## src/rtl/image_loader_pkg.sv

```systemverilog
// Shared definitions for the UART image loader: RX state encodings and
// word/row/address geometry of the 3x3 window RAM interface.
package image_loader_pkg;

  typedef enum logic [1:0] {
    RX_IDLE  = 2'd0,
    RX_START = 2'd1,
    RX_DATA  = 2'd2,
    RX_STOP  = 2'd3
  } rx_state_t;

  localparam int BYTES_PER_WORD = 9;
  localparam int ROW_W          = 24;
  localparam int ADDR_W         = 16;
  localparam int WORD_W         = BYTES_PER_WORD * 8;

endpackage

```

## src/rtl/uart_rx_core.sv

```systemverilog
// 8N1 UART receiver: 2-flop synchronizer plus IDLE/START/DATA/STOP FSM.
// byte_valid pulses for one clock with rx_byte holding the received byte;
// stop_err pulses for one clock when the stop bit is sampled low.
module uart_rx_core
  import image_loader_pkg::*;
#(
  parameter int CLKS_PER_BIT = 16
) (
  input  logic       clk,
  input  logic       rst,
  input  logic       rx_serial,
  output logic [7:0] rx_byte,
  output logic       byte_valid,
  output logic       stop_err
);

  localparam int CNT_W = $clog2(CLKS_PER_BIT);
  localparam logic [CNT_W-1:0] CNT_HALF = CNT_W'(CLKS_PER_BIT / 2 - 1);
  localparam logic [CNT_W-1:0] CNT_FULL = CNT_W'(CLKS_PER_BIT - 1);

  rx_state_t        state, state_n;
  logic [CNT_W-1:0] cnt, cnt_n;
  logic [2:0]       bit_idx, bit_n;
  logic [7:0]       shift, shift_n;
  logic             valid_n, err_n;
  logic             rx_meta, rx_sync;

  // Two-flop synchronizer; resets to the idle-high line level.
  always_ff @(posedge clk) begin
    if (rst) begin
      rx_meta <= 1'b1;
      rx_sync <= 1'b1;
    end else begin
      rx_meta <= rx_serial;
      rx_sync <= rx_meta;
    end
  end

  // FSM state, bit timing counter, shift register and output pulses.
  always_ff @(posedge clk) begin
    if (rst) begin
      state      <= RX_IDLE;
      cnt        <= '0;
      bit_idx    <= 3'd0;
      shift      <= 8'd0;
      byte_valid <= 1'b0;
      stop_err   <= 1'b0;
    end else begin
      state      <= state_n;
      cnt        <= cnt_n;
      bit_idx    <= bit_n;
      shift      <= shift_n;
      byte_valid <= valid_n;
      stop_err   <= err_n;
    end
  end

  // Next-state logic: mid-bit sampling, LSB-first data, stop-bit check.
  always_comb begin
    state_n = state;
    cnt_n   = cnt;
    bit_n   = bit_idx;
    shift_n = shift;
    valid_n = 1'b0;
    err_n   = 1'b0;
    case (state)
      RX_IDLE: begin
        if (!rx_sync) begin
          state_n = RX_START;
          cnt_n   = '0;
        end else begin
          state_n = RX_IDLE;
        end
      end
      RX_START: begin
        if (cnt == CNT_HALF) begin
          cnt_n = '0;
          bit_n = 3'd0;
          if (!rx_sync) begin
            state_n = RX_DATA;
          end else begin
            state_n = RX_IDLE;   // glitch shorter than half a bit
          end
        end else begin
          cnt_n = cnt + 1'b1;
        end
      end
      RX_DATA: begin
        if (cnt == CNT_FULL) begin
          cnt_n   = '0;
          shift_n = {rx_sync, shift[7:1]};
          if (bit_idx == 3'd7) begin
            state_n = RX_STOP;
          end else begin
            bit_n = bit_idx + 3'd1;
          end
        end else begin
          cnt_n = cnt + 1'b1;
        end
      end
      RX_STOP: begin
        if (cnt == CNT_FULL) begin
          cnt_n   = '0;
          state_n = RX_IDLE;
          if (rx_sync) begin
            valid_n = 1'b1;
          end else begin
            err_n = 1'b1;
          end
        end else begin
          cnt_n = cnt + 1'b1;
        end
      end
      default: begin
        state_n = RX_IDLE;
        cnt_n   = '0;
      end
    endcase
  end

  assign rx_byte = shift;

endmodule

```

## src/rtl/image_stream_loader.sv

```systemverilog
// UART-to-BRAM image loader: packs every 9 received bytes into a 3x3 window
// word and commits address and all three rows together in one clock.
// Optional feature macro: RX_TIMEOUT_EN (abort a partial word after
// TIMEOUT_CYC idle cycles and flag frame_err).
module image_stream_loader
  import image_loader_pkg::*;
#(
  parameter int CLK_FREQ    = 100_000_000,
  parameter int BAUD        = 115_200,
  parameter int NUM_WORDS   = 16384,
  parameter int TIMEOUT_CYC = 100_000
) (
  input  logic              clk,
  input  logic              rst,
  input  logic              rx_serial,
  output logic [ADDR_W-1:0] address,
  output logic [ROW_W-1:0]  input_din1,
  output logic [ROW_W-1:0]  input_din2,
  output logic [ROW_W-1:0]  input_din3,
  output logic              wr_strobe,
  output logic              transfer_done,
  output logic              frame_err
);

  localparam int CLKS_PER_BIT = CLK_FREQ / BAUD;
  localparam logic [ADDR_W:0] NUM_WORDS_C = (ADDR_W + 1)'(NUM_WORDS);
  localparam logic [3:0] LAST_IDX = 4'(BYTES_PER_WORD - 1);

  logic [7:0]        rx_byte;
  logic              byte_valid, stop_err;
  logic [3:0]        byte_idx, idx_base;
  logic [WORD_W-1:0] shadow;
  logic              commit_pend;
  logic [ADDR_W:0]   word_cnt;
  logic              full, last_commit, accept, timeout_hit;

  uart_rx_core #(.CLKS_PER_BIT(CLKS_PER_BIT)) u_rx (
    .clk       (clk),
    .rst       (rst),
    .rx_serial (rx_serial),
    .rx_byte   (rx_byte),
    .byte_valid(byte_valid),
    .stop_err  (stop_err)
  );

  // Once the image is complete (or about to be), further bytes are ignored.
  assign full        = (word_cnt == NUM_WORDS_C);
  assign last_commit = commit_pend && ((word_cnt + 1'b1) == NUM_WORDS_C);
  assign accept      = byte_valid && !full && !last_commit;
  // A byte landing in the commit cycle starts the next word at index 0.
  assign idx_base    = commit_pend ? 4'd0 : byte_idx;

`ifdef RX_TIMEOUT_EN
  localparam int TO_W = $clog2(TIMEOUT_CYC + 1);
  logic [TO_W-1:0] idle_cnt;

  assign timeout_hit = (byte_idx != 4'd0) && !commit_pend &&
                       (idle_cnt == TO_W'(TIMEOUT_CYC - 1));

  // Idle counter runs only while a partial word is waiting for its next byte.
  always_ff @(posedge clk) begin
    if (rst) begin
      idle_cnt <= '0;
    end else if (byte_valid || commit_pend || byte_idx == 4'd0 || timeout_hit) begin
      idle_cnt <= '0;
    end else begin
      idle_cnt <= idle_cnt + 1'b1;
    end
  end
`else
  assign timeout_hit = 1'b0;
`endif

  // Packer, word commit, completion and sticky error flags.
  always_ff @(posedge clk) begin
    if (rst) begin
      byte_idx      <= 4'd0;
      shadow        <= '0;
      commit_pend   <= 1'b0;
      word_cnt      <= '0;
      address       <= '0;
      input_din1    <= '0;
      input_din2    <= '0;
      input_din3    <= '0;
      wr_strobe     <= 1'b0;
      transfer_done <= 1'b0;
      frame_err     <= 1'b0;
    end else begin
      wr_strobe     <= 1'b0;
      transfer_done <= transfer_done | full;
      if (stop_err) begin
        frame_err <= 1'b1;
      end
      if (commit_pend) begin
        input_din1  <= shadow[3*ROW_W-1:2*ROW_W];
        input_din2  <= shadow[2*ROW_W-1:ROW_W];
        input_din3  <= shadow[ROW_W-1:0];
        address     <= word_cnt[ADDR_W-1:0];
        wr_strobe   <= 1'b1;
        word_cnt    <= word_cnt + 1'b1;
        byte_idx    <= 4'd0;
        commit_pend <= 1'b0;
      end
      if (accept) begin
        // First byte shifts up to [71:64], so p0 ends up in din1[23:16].
        shadow <= {shadow[WORD_W-9:0], rx_byte};
        if (idx_base == LAST_IDX) begin
          byte_idx    <= LAST_IDX + 4'd1;
          commit_pend <= 1'b1;
        end else begin
          byte_idx <= idx_base + 4'd1;
        end
      end else if (timeout_hit) begin
        byte_idx  <= 4'd0;
        shadow    <= '0;
        frame_err <= 1'b1;
      end
    end
  end

endmodule

```

## config.mk

```make
export PLATFORM = sky130hd
export DESIGN_NAME = image_stream_loader
export DESIGN_NICKNAME = d
export VERILOG_FILES = /design/src/rtl/image_loader_pkg.sv /design/src/rtl/uart_rx_core.sv /design/src/rtl/image_stream_loader.sv
export SDC_FILE = /design/constraint.sdc
export NUM_CORES = 1
export LEC_CHECK = 0
export CAP_MARGIN = 20
export CORE_MARGIN = 2
export CORE_UTILIZATION = 45
export DETAILED_ROUTE_END_ITERATION = 8
export PLACE_DENSITY = 0.69
export SLEW_MARGIN = 20
export SYNTH_ARGS = -nofsm -noshare
export SYNTH_HDL_FRONTEND = slang
export SYNTH_SLANG_ARGS = --single-unit
```

## constraint.sdc

```tcl
create_clock -name clk -period 2.52 [get_ports clk]
set_input_delay 0.756 -clock clk [delete_from_list [all_inputs] [get_ports clk]]
set_output_delay 0.756 -clock clk [all_outputs]
set_load 0.03 [all_outputs]
```

==> results.yml <==
final_layout:
  nNetsFinal: 945
  seqCellArea_um2: 4250
  num_antenna_cells: 0
  fin_area_um2: 10500
  final_cell_mix: "209 x dfxtp_1, 163 x mux2i_1, 146 x nor2_1"
  area_delta_synth_final_pct: 23.7
  drive_above_1_share_pct: 9.05
  final_cells: 1184
  fillers: 1641
  multi_input_area_um2: 3920
  layout_commonest_cell: "dfxtp_1"
setup_path:
  slowest_delay_ps: 330
  cp_cell_sequence: "buf_4, and4_4, a211o_1, a211o_1, a2111oi_4, o221ai_2, and2_4, buf_12, o21ai_0"
  slowest_stage: "dfxtp_2"
  cp_max_fo: 36
  crit_arrival_ps: 2840
  end_kind: "flop"
  crit_required_ps: 2950
  path_common_cell: "a211o_1"
  reg2reg_depth: 9
  critPathKind: "reg -> reg"
  critPathLaunchType: "flop"
grt:
  grt_max_degree: 109
  antenna_found_initial: 0
  grt_pass1_wl_mm: 27.2
  grt_pass1_vias: 5627
  grt_remaining_overflow: 0
  grt.total_usage_pct: 16.1
power:
  pwr-share-comb_pct: 1.4
  seqPwrFrac_pct: 48.8
  p_sw_share_pct: 20.1
  max-vdd-ir-drop_uv: 525
  powerDensity_nw_per_um2: 655
  power.internal_uw: 5500
  clockPowerShare_pct: 49.8
  power.leakage_uw: 0.00357
  switchingPower_uw: 1380
clock_network:
  hold_buffers: 0
  htreeDepth: 1
  clk_latency_ps: 510
  cts_tree: "done"
  cts-root-buf: "clkbuf_16"
  cts_num_sinks: 212
  clock_path_buffers: 3
  cts.clk_slew.worst_paths_ps: 60
  cts-buffers-inserted: 23
floorplanning:
  rows: 50
  coreArea_um2: 18600
  die_y_um: 141
  start_util_pct: 45.6
  ios: 94
  die_w_um: 141
  die_area_um2: 20000
job:
  drv_cap: 0
drt:
  via_per_inst: 5.02
  drt_iter0_markers: 365
  drt_pass1_iterations: 5
  wl_mm: 16.4
  drc: 0
  vias: 5942
  ant_nets: 0
  wl_per_cell_um: 13.8
yosys:
  synth_seq_cells: 212
  synth-edff-count: 0
  synth.yosys.warnings: 0
  synth_cells: 849
  syn-cell-area_um2: 8500
  yosys.cell_types.count: 48
  synth_fp_nets: 861
  ys_async_sr_fraction_pct: 0
  ys_seq_area_share_pct: 50.0
  synth.avg_cell_area_um2: 10.0
  ys.flop_type: "dfxtp_1"
timing:
  clock.fmax_mhz: 414
  final-setup-viol-count: 0
  finalClockSkew_ps: 15.1
  worst-slew-pin-transition_ps: 709
  period_share_pct: 95.9
  finalHoldViolCount: 0
  rsz0062_at_grt: "yes"
  maxSlewViolCount: 0
  slew_headroom_pct: 52.6
  fin_crit_ps: 2420
status:
  outcome: "finished, final reports clean"
placement:
  placed_area_um2: 9680
  place.gp.congestion: 0.812
  portBuffers: 93
  dp_cells: 1140
  dp_hpwl_mm: 10.6
hold_path:
  min_path_type: "reg -> reg"
  holdPathStages: 1
-- synth_stat cells (7+ instances only) --
library cell | count | area, um2
buf_2 | 7 | 35.0
ha_1 | 9 | 113
a21oi_1 | 19 | 95.1
nand2_1 | 17 | 63.8
nor2_1 | 146 | 548
nand4b_1 | 10 | 87.6
mux2i_1 | 163 | 1630
nor4_1 | 7 | 43.8
clkbuf_1 | 41 | 154
nand4_1 | 12 | 75.1
xnor2_1 | 7 | 61.3
inv_1 | 7 | 26.3
nand3_1 | 13 | 65.1
dfxtp_1 | 212 | 4240
o21ai_0 | 16 | 80.1
buf_6 | 9 | 101
nand2b_1 | 74 | 463
buf_1 | 7 | 26.3
xor2_1 | 14 | 123
-- power by group through the flow --
stage | combinational [uW] | clock (uW) | sequential (uW)
2_1_floorplan | 74.7 | 0 | 3430
3_3_place_gp | 99.0 | 0 | 3430
3_5_place_dp | 98.6 | 0 | 3430
4_1_cts | 98.6 | 3530 | 3360
5_1_grt | 108 | 3670 | 3350
6_report | 97.0 | 3430 | 3360
-- final cells by class --
| type | instances | area share [%] |
|---|---|---|
| sequential | 212 | 40.4 |
| inverter | 7 | 0.250 |
| clock inverter | 6 | 0.940 |
| clock buffer | 36 | 6.61 |
| multi-input combinational | 565 | 37.3 |
| timing repair buffer | 124 | 11.7 |
| tap | 234 | 2.79 |
-- routing by layer --
layer,track usage (%),up-vias,wire length (um)
li1,-,3065,-
met1,22.3,2763,8020
met2,26.4,91,7470
met3,2.56,23,630
met4,4.26,0,252
met5,0,-,0
-- through the flow --
step / setup slack, ps / power (uW) / TNS (ps) / hold slack [ps] / utilization (%)
2_1_floorplan: 47.5 / 3500 / 0 / 389 / -
3_3_place_gp: 103 / 3530 / 0 / 402 / 51.9
3_5_place_dp: 63.8 / 3530 / 0 / 403 / 51.9
4_1_cts: 35.5 / 6990 / 0 / 417 / 56.2
5_1_grt: -22.9 / 7130 / -259 / 429 / 56.4
6_report: 104 / 6880 / 0 / 415 / 56.4
-- critical path: cells and delay by family (launching register included) --
family                 cells  cell delay (ps)
AO/OA/AOI/OAI              5             1220
AND/OR/NAND/NOR            2              400
buffers and inverters      2              350
flip-flops                 1              330
-- what timing repair did --
| item | in CTS | in global routing |
|---|---|---|
| hold endpoints to repair | 0 | 0 |
| setup endpoints to repair | 0 | 72 |
| resized for setup | 0 | 8 |
| buffers inserted | 0 | 2 |
-- logic make-up after synthesis --
kind of cell | share of synthesized area, %
buffers and inverters | 4.09
xor gates and xnor gates | 2.16
and+or+nand+nor | 19.0
DFF | 50.0
AOI/OAI and AO/OA | 4.12
muxes | 19.3
adders and majority gates | 1.33
-- path summary, 6_finish.rpt --
kind	from	endpoint	slack (ps)
setup / recovery	word_cnt[0]$_SDFFE_PP0P_	shadow[4]$_SDFFE_PP0P_	100
hold / removal	u_rx.rx_meta$_SDFF_PP1_	u_rx.rx_sync$_SDFF_PP1_	420
setup reg to reg	word_cnt[0]$_SDFFE_PP0P_	shadow[4]$_SDFFE_PP0P_	100
hold reg to reg	u_rx.rx_meta$_SDFF_PP1_	u_rx.rx_sync$_SDFF_PP1_	420
-- state kept, by name, summed over array words and instances, names as in the netlist, 3 cells and up, named ones only --
signal / flops
word_cnt: 17
shadow: 72
byte_idx: 4
input_din1: 24
u_rx.cnt: 10
input_din2: 24
input_din3: 24
address: 16
u_rx.rx_byte: 8
u_rx.bit_idx: 3
No activity file was read; power rests on OpenSTA's default activity.
